<file path="src/rtl/heart_ctrl_pkg.sv">
// Shared game definitions: heart FSM states, player ids and screen geometry.
package heart_ctrl_pkg;

  typedef enum logic [1:0] {
    IDLE   = 2'd0,
    WAIT   = 2'd1,
    FALL   = 2'd2,
    LANDED = 2'd3
  } heart_state_t;

  typedef enum logic {
    P1 = 1'b0,
    P2 = 1'b1
  } player_t;

  localparam int SCREEN_W    = 640;
  localparam int SCREEN_H    = 480;
  localparam int SPRITE_SIZE = 16;

  localparam int         CNT_W     = 16;
  localparam logic [9:0] LFSR_SEED = 10'h2A5;

  function automatic player_t other_player(input player_t p);
    return (p == P1) ? P2 : P1;
  endfunction

endpackage

</file>
<file path="src/rtl/heart_ctrl_lfsr10.sv">
// Free-running 10-bit maximal-length LFSR (x^10 + x^7 + 1) used to randomise spawn X.
module lfsr10
  import heart_ctrl_pkg::*;
(
  input  logic       Clk,
  input  logic       Reset,
  output logic [9:0] q
);

  // Non-zero seed plus a maximal polynomial keeps the register out of the all-zero lockup.
  always_ff @(posedge Clk or negedge Reset) begin
    if (!Reset) begin
      q <= LFSR_SEED;
    end else begin
      q <= {q[8:0], q[9] ^ q[6]};
    end
  end

endmodule

</file>
<file path="src/rtl/heart_ctrl.sv">
// Falling heart pickup: waits, spawns at a random X, falls to the floor, and is
// granted to whichever player touches it (round-robin on simultaneous touches).
module heart_ctrl
  import heart_ctrl_pkg::*;
#(
  parameter int SPAWN_DELAY  = 120,
  parameter int FALL_STEP    = 2,
  parameter int FLOOR_Y      = 400,
  parameter int LAND_TIMEOUT = 300,
  parameter int X_MIN        = 64
) (
  input  logic       Clk,
  input  logic       Reset,
  input  logic       frame_clk,
  input  logic       enable,
  input  logic       p1_hit,
  input  logic       p2_hit,
  output logic [9:0] Pos_X,
  output logic [9:0] Pos_Y,
  output logic       visible,
  output logic       grant_p1,
  output logic       grant_p2
);

  heart_state_t     state_reg, state_next;
  logic [CNT_W-1:0] frame_cnt_reg, frame_cnt_next;
  logic [9:0]       pos_x_reg, pos_x_next;
  logic [9:0]       pos_y_reg, pos_y_next;
  logic             grant_p1_reg, grant_p1_next;
  logic             grant_p2_reg, grant_p2_next;
  player_t          rr_reg, rr_next;
  logic             frame_prev_reg;

  logic [9:0]  lfsr_q;
  logic        lfsr_unused;
  logic        frame_tick;
  logic        pickup;
  logic [10:0] fall_sum;
  logic [9:0]  spawn_x;
  player_t     winner;

  lfsr10 u_lfsr (
    .Clk   (Clk),
    .Reset (Reset),
    .q     (lfsr_q)
  );

  // Only the low nine bits feed the spawn column; the top bit just keeps the sequence going.
  assign lfsr_unused = lfsr_q[9];
  assign spawn_x     = 10'(X_MIN) + {1'b0, lfsr_q[8:0]};

  assign frame_tick = frame_clk & ~frame_prev_reg;
  assign fall_sum   = {1'b0, pos_y_reg} + 11'(FALL_STEP);
  assign pickup     = ((state_reg == FALL) || (state_reg == LANDED)) && (p1_hit || p2_hit);

  always_comb begin
    state_next     = state_reg;
    frame_cnt_next = frame_cnt_reg;
    pos_x_next     = pos_x_reg;
    pos_y_next     = pos_y_reg;
    grant_p1_next  = 1'b0;
    grant_p2_next  = 1'b0;
    rr_next        = rr_reg;
    winner         = P1;

    if (!enable) begin
      state_next = IDLE;
    end else begin
      case (state_reg)
        IDLE: begin
          state_next     = WAIT;
          frame_cnt_next = '0;
        end
        WAIT: begin
          if (frame_tick) begin
            if (frame_cnt_reg == CNT_W'(SPAWN_DELAY - 1)) begin
              state_next     = FALL;
              pos_x_next     = spawn_x;
              pos_y_next     = '0;
              frame_cnt_next = '0;
            end else begin
              frame_cnt_next = frame_cnt_reg + CNT_W'(1);
            end
          end
        end
        FALL, LANDED: begin
          // A touch beats any motion or timeout due on the same cycle.
          if (pickup) begin
            if (p1_hit && !p2_hit) begin
              winner = P1;
            end else if (p2_hit && !p1_hit) begin
              winner = P2;
            end else begin
              winner = rr_reg;
            end
            grant_p1_next  = (winner == P1);
            grant_p2_next  = (winner == P2);
            rr_next        = other_player(winner);
            state_next     = WAIT;
            frame_cnt_next = '0;
          end else if (frame_tick) begin
            if (state_reg == FALL) begin
              if (fall_sum >= 11'(FLOOR_Y)) begin
                pos_y_next     = 10'(FLOOR_Y);
                state_next     = LANDED;
                frame_cnt_next = '0;
              end else begin
                pos_y_next = fall_sum[9:0];
              end
            end else if (frame_cnt_reg == CNT_W'(LAND_TIMEOUT - 1)) begin
              state_next     = WAIT;
              frame_cnt_next = '0;
            end else begin
              frame_cnt_next = frame_cnt_reg + CNT_W'(1);
            end
          end
        end
        default: state_next = IDLE;
      endcase
    end
  end

  always_ff @(posedge Clk or negedge Reset) begin
    if (!Reset) begin
      state_reg      <= IDLE;
      frame_cnt_reg  <= '0;
      pos_x_reg      <= '0;
      pos_y_reg      <= '0;
      grant_p1_reg   <= 1'b0;
      grant_p2_reg   <= 1'b0;
      rr_reg         <= P1;
      frame_prev_reg <= 1'b0;
    end else begin
      state_reg      <= state_next;
      frame_cnt_reg  <= frame_cnt_next;
      pos_x_reg      <= pos_x_next;
      pos_y_reg      <= pos_y_next;
      grant_p1_reg   <= grant_p1_next;
      grant_p2_reg   <= grant_p2_next;
      rr_reg         <= rr_next;
      frame_prev_reg <= frame_clk;
    end
  end

  assign Pos_X    = pos_x_reg;
  assign Pos_Y    = pos_y_reg;
  assign visible  = (state_reg == FALL) || (state_reg == LANDED);
  assign grant_p1 = grant_p1_reg;
  assign grant_p2 = grant_p2_reg;

endmodule

</file>
<file path="config.mk">
export PLATFORM = sky130hd
export DESIGN_NAME = heart_ctrl
export DESIGN_NICKNAME = d
export VERILOG_FILES = /design/src/rtl/heart_ctrl_pkg.sv /design/src/rtl/heart_ctrl_lfsr10.sv /design/src/rtl/heart_ctrl.sv
export SDC_FILE = /design/constraint.sdc
export NUM_CORES = 1
export LEC_CHECK = 0
export BUFFER_PORTS_ARGS = -buffer_cell sky130_fd_sc_hd__buf_2
export CORE_MARGIN = 2
export CORE_UTILIZATION = 55
export CTS_CLUSTER_DIAMETER = 100
export DETAILED_ROUTE_END_ITERATION = 12
export PLACE_DENSITY = 0.75
export SYNTH_ARGS = -nofsm -noshare
export SYNTH_HDL_FRONTEND = slang
export SYNTH_HIERARCHICAL = 1
export SYNTH_SLANG_ARGS = --single-unit
</file>
<file path="constraint.sdc">
create_clock -name Clk -period 4.15 [get_ports Clk]
set_input_delay 0.6225 -clock Clk [delete_from_list [all_inputs] [get_ports Clk]]
set_output_delay 0.6225 -clock Clk [all_outputs]
set_load 0.01 [all_outputs]
</file>
==> impl.org, run 1 <==
** Floorplan
- In this run the vertical extent of the chip is ~74 um.
- Number of placed I/O pins :: 29
- The floorplan step set the die width to roughly 74 um.
- The initial utilization of the core area, before any placement, comes to 0.572.
- Std cell rows :: 25
- The die covers around 5500 sq um.
- Core Footprint :: between 4000 and 5000 sq um

** Cells and area
- In the final design database the tool counted about 300 nets.
- Antenna fix cells :: 0
- Proportion of layout cells with a drive suffix above 1 :: 0.209
- The register with the most flip-flops in the layout has 16 of them.
- From synthesis to final layout, the design area changed by 11.4%.

** Timing
- Worst-case clock skew :: between 0.008 and 0.009 ns
- The worst pin sits at a relative slew slack of 0.268.
- Final count of pins violating max slew :: 0
- The routed design could run at a clock period as short as 2.67 ns.
- At the pin with the least slew margin, the transition time is about 1.1 ns.
- Static timing analysis puts the maximum clock frequency at 0.375 GHz.
- Summed over all failing endpoints, the final setup total negative slack is 0 ns.
- RSZ-0062 raised after global routing :: false
- The tightest hold path in the finished design has a slack of 0.387 ns.
- Endpoints failing setup :: 0
- Dividing the final minimum period by the clock period gives 0.642.
- The final count of hold timing violations came to 0.
- Smallest setup slack after layout :: around 1.5 ns

** Routing
- The first detailed-routing pass took 4 iterations.
- Across all layers, the routed design uses 2160 vias.
- Wire length reported by the detailed router :: between 5000 and 6000 um
- After detailed routing, the number of vias per cell comes to approximately 6.
- Once detail routing completed, the nets flagged for antenna violations numbered 0.
- Number of violations reported at the end of detailed-routing iteration 0 :: 130
- Dividing the detail-routed wire length by the instance count gives 15.1 um.
- Drt drc :: 0

** Power and ir drop
- Of the total power, the share spent switching nets is 0.346.
- Portion of total power attributed to the clock network :: 0.272
- Of the total power, combinational logic draws 0.294.
- For this design the total switching power over the nets is between 0.4 and 0.5 mW.
- Power spread over the standard cell area amounts to roughly 450 nW/um^2.
- Maximum VDD drop :: around 0.21 mV
- For this design the static power due to leakage is around 1.4 nW.
- Of the total power, registers draw 0.434.
- Cell internal power was estimated by the tool at 0.892 mW.

** Logic synthesis
- The synthesized design contains 0 enable-type register cells.
- Total nets after synthesis :: ~280
- Ranked by instance count, the synthesized netlist is headed by 46 x sky130_fd_sc_hd__dfrtp_1, 21 x sky130_fd_sc_hd__nand2_1, 17 x sky130_fd_sc_hd__nand3_1, 13 x sky130_fd_sc_hd__inv_1, 13 x sky130_fd_sc_hd__nor2_1.
- Yosys attributes the largest share of cell area to sky130_fd_sc_hd__dfrtp_1 42%, sky130_fd_sc_hd__dfstp_2 4.8%, sky130_fd_sc_hd__a22o_1 3.2%.
- Syn Area/Cell :: 10.3 sq um
- Yosys top cell by area :: sky130_fd_sc_hd__dfrtp_1
- The synthesized netlist contains 56 unique library cells.
- For this run, the leading register cell type out of synthesis is sky130_fd_sc_hd__dfrtp_1.
- Synthesized instance count :: between 200 and 300
- Most repeated cell in the gate-level netlist after synthesis :: sky130_fd_sc_hd__dfrtp_1
- Async SR Flop Fraction :: 1.00
- Share of the synthesized area in the top cell type :: 0.423
- For this run, the register share of the synthesized area comes to 0.471.
- After synthesis the netlist holds a flip-flop and latch count of between 50 and 60.
- Post-Syn Area :: between 2000 and 3000 sq um
- Yosys printed 6 warnings.

** Clock tree
- After clock tree synthesis, the flow added hold-fix buffers numbering 0.
- Worst-case clock buffer depth :: 2
- Buffer type at the clock tree root :: sky130_fd_sc_hd__clkbuf_8
- After clock tree synthesis, the clock-pin slew on the worst setup and hold paths is about 0.1 ns.
- H-Tree Depth :: 2
- Clock tree from TritonCTS :: built
- Number of buffers created by CTS :: 5
- Number of setup buffers added after CTS :: 0
- Post-CTS repair changed the size of 0 cells.
- Number of sinks driven by the clock tree :: 51
- Worst skew pair latency :: around 0.31 ns

** Critical path
- Worst reg2reg setup slack :: ~1.5 ns
- At the worst endpoint, the required time is approximately 4.4 ns.
- STA classifies the critical path endpoint as a register.
- Type of origin of the critical path :: register
- Data on the critical path arrives at its endpoint at between 2 and 3 ns.
- Category of the most critical setup path :: reg -> reg
- Highest fanout seen on the critical path :: 13

** GRT
- Number of global-route vias before repair :: slightly above 2000
- The first global-routing pass estimated around 9500 um of wire.
- In the global route stage, overall resource usage came out at 0.223.
- The total overflow left after global routing is 0.
- Largest net degree at the start of global routing :: 52
- Antenna violations before repair :: 0

** Placement
- HPWL Detailed :: 3760 um
- Count of input and output buffers :: 27
- Worst Setup Slack post-DPL :: roughly 1.6 ns
- Routability-driven placement finished with a final weighted congestion of about 0.87.

** Run status
- The run finished with clean final reports.

** Run
- Max-cap violations in this run came to 0.

** Hold path
- Worst min-delay path class :: reg -> reg
## cells in the final DEF, fill, tap and decap left out, types with 3 or more instances in the layout
| cell | Yosys | layout |
|---|---|---|
| sky130_fd_sc_hd__dfrtp_1 | 46 | 46 |
| sky130_fd_sc_hd__buf_2 | 7 | 27 |
| sky130_fd_sc_hd__nand2_1 | 21 | 21 |
| sky130_fd_sc_hd__nand3_1 | 17 | 17 |
| sky130_fd_sc_hd__inv_1 | 13 | 13 |
| sky130_fd_sc_hd__nor2_1 | 13 | 13 |
| sky130_fd_sc_hd__a21oi_1 | 12 | 12 |
| sky130_fd_sc_hd__o21ai_0 | 12 | 12 |
| sky130_fd_sc_hd__a22o_1 | 10 | 10 |
| sky130_fd_sc_hd__o221ai_1 | 8 | 8 |
| sky130_fd_sc_hd__nor3_1 | 7 | 7 |
| sky130_fd_sc_hd__mux2_2 | 7 | 7 |
| sky130_fd_sc_hd__ha_1 | 7 | 7 |
| sky130_fd_sc_hd__a31oi_1 | 6 | 6 |
| sky130_fd_sc_hd__o21ai_1 | 6 | 6 |
| sky130_fd_sc_hd__clkbuf_8 | 0 | 6 |
| sky130_fd_sc_hd__and2_1 | 5 | 5 |
| sky130_fd_sc_hd__and3_1 | 5 | 5 |
| sky130_fd_sc_hd__dfstp_2 | 5 | 5 |
| sky130_fd_sc_hd__or3_1 | 4 | 4 |
| sky130_fd_sc_hd__nand4_1 | 4 | 4 |
| sky130_fd_sc_hd__a211o_1 | 4 | 4 |
| sky130_fd_sc_hd__nor2b_1 | 3 | 3 |
| sky130_fd_sc_hd__nor4_1 | 3 | 3 |
## path summary, 6_finish.rpt
kind / from / end / cells past startpoint
min in group asynchronous: Reset / state_reg[0] / 1
min: u_lfsr/q[3] / u_lfsr/q[4] / 0
max reg2reg: state_reg[0] / frame_cnt_reg[7] / 9
max in group asynchronous: Reset / frame_cnt_reg[8] / 1
min reg2reg: u_lfsr/q[3] / u_lfsr/q[4] / 0
max: state_reg[0] / frame_cnt_reg[7] / 9
## power groups by stage
stage / clock, mW / sequential, mW / combinational [mW]
detailed placement: 0 / 0.600 / 0.397
CTS: 0.379 / 0.590 / 0.401
global placement: 0 / 0.598 / 0.392
global route: 0.398 / 0.600 / 0.449
finish: 0.371 / 0.591 / 0.400
floorplan: 0 / 0.593 / 0.305
## metal layers
layer	wire, um	vias to the layer above	GRT usage
li1	-	1040	-
met1	2580	1031	0.308
met2	2480	70	0.344
met3	230	19	0.0461
met4	123	0	0.0933
met5	0	-	0
## area by class of cell
cell class,count,area [sq um]
clock buffers,6,82.6
clock inverters,2,38.8
fillers,411,1730
inverters,13,48.8
multi-input cells,191,1340
flip-flops and latches,51,1280
well taps,67,83.8
repair buffers,29,150
## logic make-up after synthesis
family	count (synthesis)	synth area share
fa+ha+maj	7	0.0322
other cells	1	0.00138
flops	51	0.471
mux	11	0.0446
compound gates	75	0.202
simple gates	94	0.204
xor+xnor	3	0.00966
buf+inv	22	0.0350
## worst max-delay path, cell delays in order, from the launching register on
cell                      delay, ns
sky130_fd_sc_hd__dfrtp_1       0.43
sky130_fd_sc_hd__inv_1         0.10
sky130_fd_sc_hd__ha_1          0.24
sky130_fd_sc_hd__nor2_4        0.08
sky130_fd_sc_hd__nor3_1        0.30
sky130_fd_sc_hd__a31oi_1       0.17
sky130_fd_sc_hd__or2_1         0.40
sky130_fd_sc_hd__nor3_1        0.48
sky130_fd_sc_hd__buf_4         0.26
sky130_fd_sc_hd__a22o_1        0.14
## metrics by stage
| stage | instances | area (sq um) | total power, mW | utilization |
|---|---|---|---|---|
| floorplan | 264 | 2720 | 0.898 | - |
| global placement | 351 | 2910 | 0.991 | 0.612 |
| detailed placement | 351 | 2910 | 0.997 | 0.612 |
| CTS | 359 | 3030 | 1.37 | 0.637 |
| global route | 359 | 3030 | 1.45 | 0.637 |
| finish | 359 | 3030 | 1.36 | 0.637 |
Note: power is estimated with default switching activity, not from simulation.
==> run 2: changes to the inputs <==
- ABC_AREA: unset -> 1
- clock period: 4.15 -> 2.6 ns (I/O delays scaled with it)
==> run 2 against run 1 <==
- first-iteration DRC count is 20% lower
- area after synthesis is 4.8% higher
- largest power group unchanged
- sequential power is 55% higher
- count of clock-buffer cells in the layout is 1 lower
- largest cell class unchanged
==> impl.org, run 2 <==
** Routing
- Remaining antenna violation count :: 0 (unchanged)
- Wire length reported by the detailed router :: 5190 um (-4.1%)
- The overall via count from detail_route is 2259 (+4.6%).
- Drt drc :: 0 (unchanged)
- The detailed-routing iteration count for the pre-antenna-repair pass is 4 (unchanged).
- The mean number of vias per cell is 4.92 (-18%).
- The average routed wire per standard cell was 11.3 um (-25%).
- Number of violations reported at the end of detailed-routing iteration 0 :: 104 (-20%)

** GRT
- Largest net degree at the start of global routing :: 52 (unchanged)
- Number of global-route vias before repair :: 2087 (+0.97%)
- Global-route wire length before repair :: 9330 um (-1.5%)
- Grt ovf :: 0 (unchanged)
- Gr usage total :: 0.197 (-0.0257)
- The initial antenna violation count is 0 (unchanged).

** Placement
- The number of port buffers came to 27 (unchanged).
- The HPWL after detailed placement is 3780 um (+0.47%).
- Placer's final routability congestion estimate :: 0.867 (-0.86%)
- DP Cell Count :: 451 (+28%)

** Cells and area
- Most frequent standard cell in the layout excluding fill and tap cells :: sky130_fd_sc_hd__nand2_1
- Final design utilization :: 0.620 (-0.0175)
- Flip-flop count of the largest register, all copies and words added :: 16 (unchanged)
- Layout filler cell count :: 440 (+7.1%)
- The area growth from synthesis to layout is 9.61%.
- Commonest non-fill, non-tap cells in the layout :: 111 x sky130_fd_sc_hd__nand2_1, 46 x sky130_fd_sc_hd__dfrtp_1, 39 x sky130_fd_sc_hd__inv_1
- Proportion of layout cells with a drive suffix above 1 :: 0.226 (+0.0173)
- Antenna fix cells :: 0 (unchanged)
- Final net count :: 401 (+32%)
- The filler-free cell count of the finished design came to 459 (+28%).

** Clock tree
- The clock net sink count was 51 (unchanged).
- Clock tree from TritonCTS :: built
- The post-CTS clock slew at the launch and capture registers of the worst setup and hold paths was 0.10 ns (about the same).
- The insertion delay of the later-clocked pin in the worst-skew pair came to 0.31 ns (about the same).
- The number of post-CTS setup repair buffers came to 0 (unchanged).
- The tree is rooted in a sky130_fd_sc_hd__clkbuf_8.
- Worst-case clock buffer depth :: 2 (unchanged)
- The H-tree depth came to 2 (unchanged).
- The post-cts sizing count was 0 (unchanged).
- Number of buffers created by CTS :: 5 (unchanged)
- The number of hold buffers added after cts was 0 (unchanged).

** Power and ir drop
- The leakage power total was 1.61 nW (+15%).
- The maximum VDD drop is 0.362 mV (+71%).
- The total power density per cell area is 630 nW/um^2 (+40%).

** Timing
- The headroom to the max-slew limit is 0.574 (+0.307).
- Endpoints failing setup :: 0 (unchanged)
- The final cycle utilization of the critical path is 0.782 (+0.140).
- Worst-case clock skew :: 0.00675 ns (-0.00160 ns)
- Final count of pins violating max slew :: 0 (unchanged)
- The worst-margin pin slew was 0.639 ns (-0.460 ns).
- The worst hold-check slack is 0.169 ns (-0.218 ns).
- The achievable clock frequency came to 0.492 GHz (+31%).
- The final count of hold timing violations came to 0 (unchanged).
- Setup_tns :: 0 ns (unchanged)
- Min cycle time layout :: 2.03 ns (-0.632 ns)
- Setup repair after global routing left no endpoint under its margin.

** Critical path
- Type of origin of the critical path :: register
- Number of cells on the worst reg-to-reg path :: 12 (+3)
- The setup slack of the worst register-to-register path is 0.57 ns (-0.92 ns).
- Category of the most critical setup path :: reg -> reg
- The data required time of the worst path is 2.81 ns (-1.59 ns).
- The data arrival time at the worst-slack endpoint was 2.24 ns (-0.67 ns).
- The maximum net fanout on the critical path is 27 (+14).
- STA classifies the critical path endpoint as a register.

** Logic synthesis
- The biggest area contributor in the post-synthesis netlist is sky130_fd_sc_hd__dfrtp_1.
- The synthesized area per cell came to 7.92 sq um (-23%).
- The number of distinct library cells after synthesis came to 35 (-38%).
- Flops & latches, synth :: 51 (unchanged)
- Synth area leaders :: sky130_fd_sc_hd__dfrtp_1 40%, sky130_fd_sc_hd__nand2_1 15%, sky130_fd_sc_hd__inv_1 5.1%
- Synthesized instance count :: 360 (+36%)
- Primary flip-flop cell chosen by synthesis mapping :: sky130_fd_sc_hd__dfrtp_1
- The sequential share of the synthesized area came to 0.450 (-0.0215).
- The synthesis warning total was 6 (unchanged).
- The net count of the mapped netlist came to 373 (+35%).
- Sorting the synthesized cells by how often they occur yields 111 x sky130_fd_sc_hd__nand2_1, 46 x sky130_fd_sc_hd__dfrtp_1, 39 x sky130_fd_sc_hd__inv_1, 36 x sky130_fd_sc_hd__nor2_1, 22 x sky130_fd_sc_hd__nand3_1.
- The area share of the leading cell type in the synthesized netlist is 0.404 (-0.0193).
- Number of flops mapped to enable cells by yosys :: 0 (unchanged)
- Async SR Flop Fraction :: 1.00 (unchanged)
- The netlist area before placement came to 2850 sq um (+4.8%).
- By instance count, the leading cell after synthesis is sky130_fd_sc_hd__nand2_1.

** Hold path
- Worst min-delay path class :: in -> async

** Floorplan
- DIE WIDTH :: 76.0 um (+2.2%)
- Core Footprint :: 5040 sq um (+6.1%)
- The overall die area was 5770 sq um (+4.5%).
- The floorplan row count came to 26 (+4.0%).
- Number of placed I/O pins :: 29 (unchanged)
- Initial core utilization :: 0.565 (-0.00684)
- The die outline height was 76.0 um (+2.2%).

** Run
- The max-capacitance violation count is 0 (unchanged).

** Run status
- The run finished with clean final reports.
run 2: changes by cell type after synthesis, moves of 10 or more:
cell,before,now
sky130_fd_sc_hd__nand2_1,21,111
sky130_fd_sc_hd__inv_1,13,39
sky130_fd_sc_hd__nor2_1,13,36
sky130_fd_sc_hd__nand2_2,0,16
sky130_fd_sc_hd__a22o_1,10,0
run 2: power by group:
group	leakage, nW	internal [mW]	switching, mW
clock	0.0587	0.292	0.273
sequential	0.684	0.850	0.0650
combinational	0.867	0.152	0.336
total	1.61	1.29	0.674
run 2: metal layers:
| metal | up-vias | global-route usage | routed length, um |
|---|---|---|---|
| met1 | 1035 | 0.262 | 2430 |
| met5 | - | 0 | 0 |
| met3 | 7 | 0.0438 | 183 |
| met2 | 34 | 0.324 | 2510 |
| met4 | 0 | 0.0618 | 66 |
| li1 | 1183 | - | - |
run 2: logic make-up (layout without fill, tap and decap cells):
kind of cell | after synthesis | after routing | share of synthesized area
other | 1 | 1 | 0.00132
buffers and inverters | 53 | 82 | 0.0874
muxes | 1 | 1 | 0.00351
DFF | 51 | 51 | 0.450
xor gates and xnor gates | 4 | 4 | 0.0123
and+or+nand+nor | 210 | 210 | 0.338
AOI/OAI and AO/OA | 33 | 33 | 0.0768
adders and majority gates | 7 | 7 | 0.0307
run 2: final timing paths:
kind / from / endpoint
min in group Clk: frame_clk / frame_prev_reg
min: Reset / Pos_Y[7]
max: Pos_Y[1] / frame_cnt_reg[8]
max in group asynchronous: Reset / Pos_X[3]
min reg2reg: u_lfsr/q[3] / u_lfsr/q[4]
max reg2reg: Pos_Y[1] / frame_cnt_reg[8]
run 2: area by class of cell:
class / instances / area [sq um] / area share
clock buffers: 5 / 68.8 / 0.0220
clock inverters: 3 / 47.5 / 0.0152
inverters: 45 / 169 / 0.0541
multi-input cells: 256 / 1320 / 0.422
flip-flops and latches: 51 / 1280 / 0.410
well taps: 70 / 87.6 / 0.0280
repair buffers: 29 / 150 / 0.0481
run 2: worst max-delay path, stage by stage (launching register included):
cell and delay [ns]:
sky130_fd_sc_hd__dfrtp_1 0.46, sky130_fd_sc_hd__ha_1 0.29, sky130_fd_sc_hd__nand2_2 0.09, sky130_fd_sc_hd__inv_2 0.04, sky130_fd_sc_hd__nand2_2 0.07, sky130_fd_sc_hd__nor2_2 0.04, sky130_fd_sc_hd__or2_1 0.22, sky130_fd_sc_hd__nand2_2 0.09
sky130_fd_sc_hd__nand3_4 0.12, sky130_fd_sc_hd__nand2_8 0.22, sky130_fd_sc_hd__inv_1 0.14, sky130_fd_sc_hd__nand2_1 0.10, sky130_fd_sc_hd__nand2_2 0.04
run 2: stage by stage:
stage          setup WS (ns)  power [mW]  area, sq um
2_1_floorplan          0.818        1.32         2850
3_3_place_gp           0.642        1.41         3010
3_5_place_dp           0.595        1.42         3010
4_1_cts                0.574        1.99         3120
5_1_grt                0.337        2.09         3120
6_report               0.567        1.97         3120
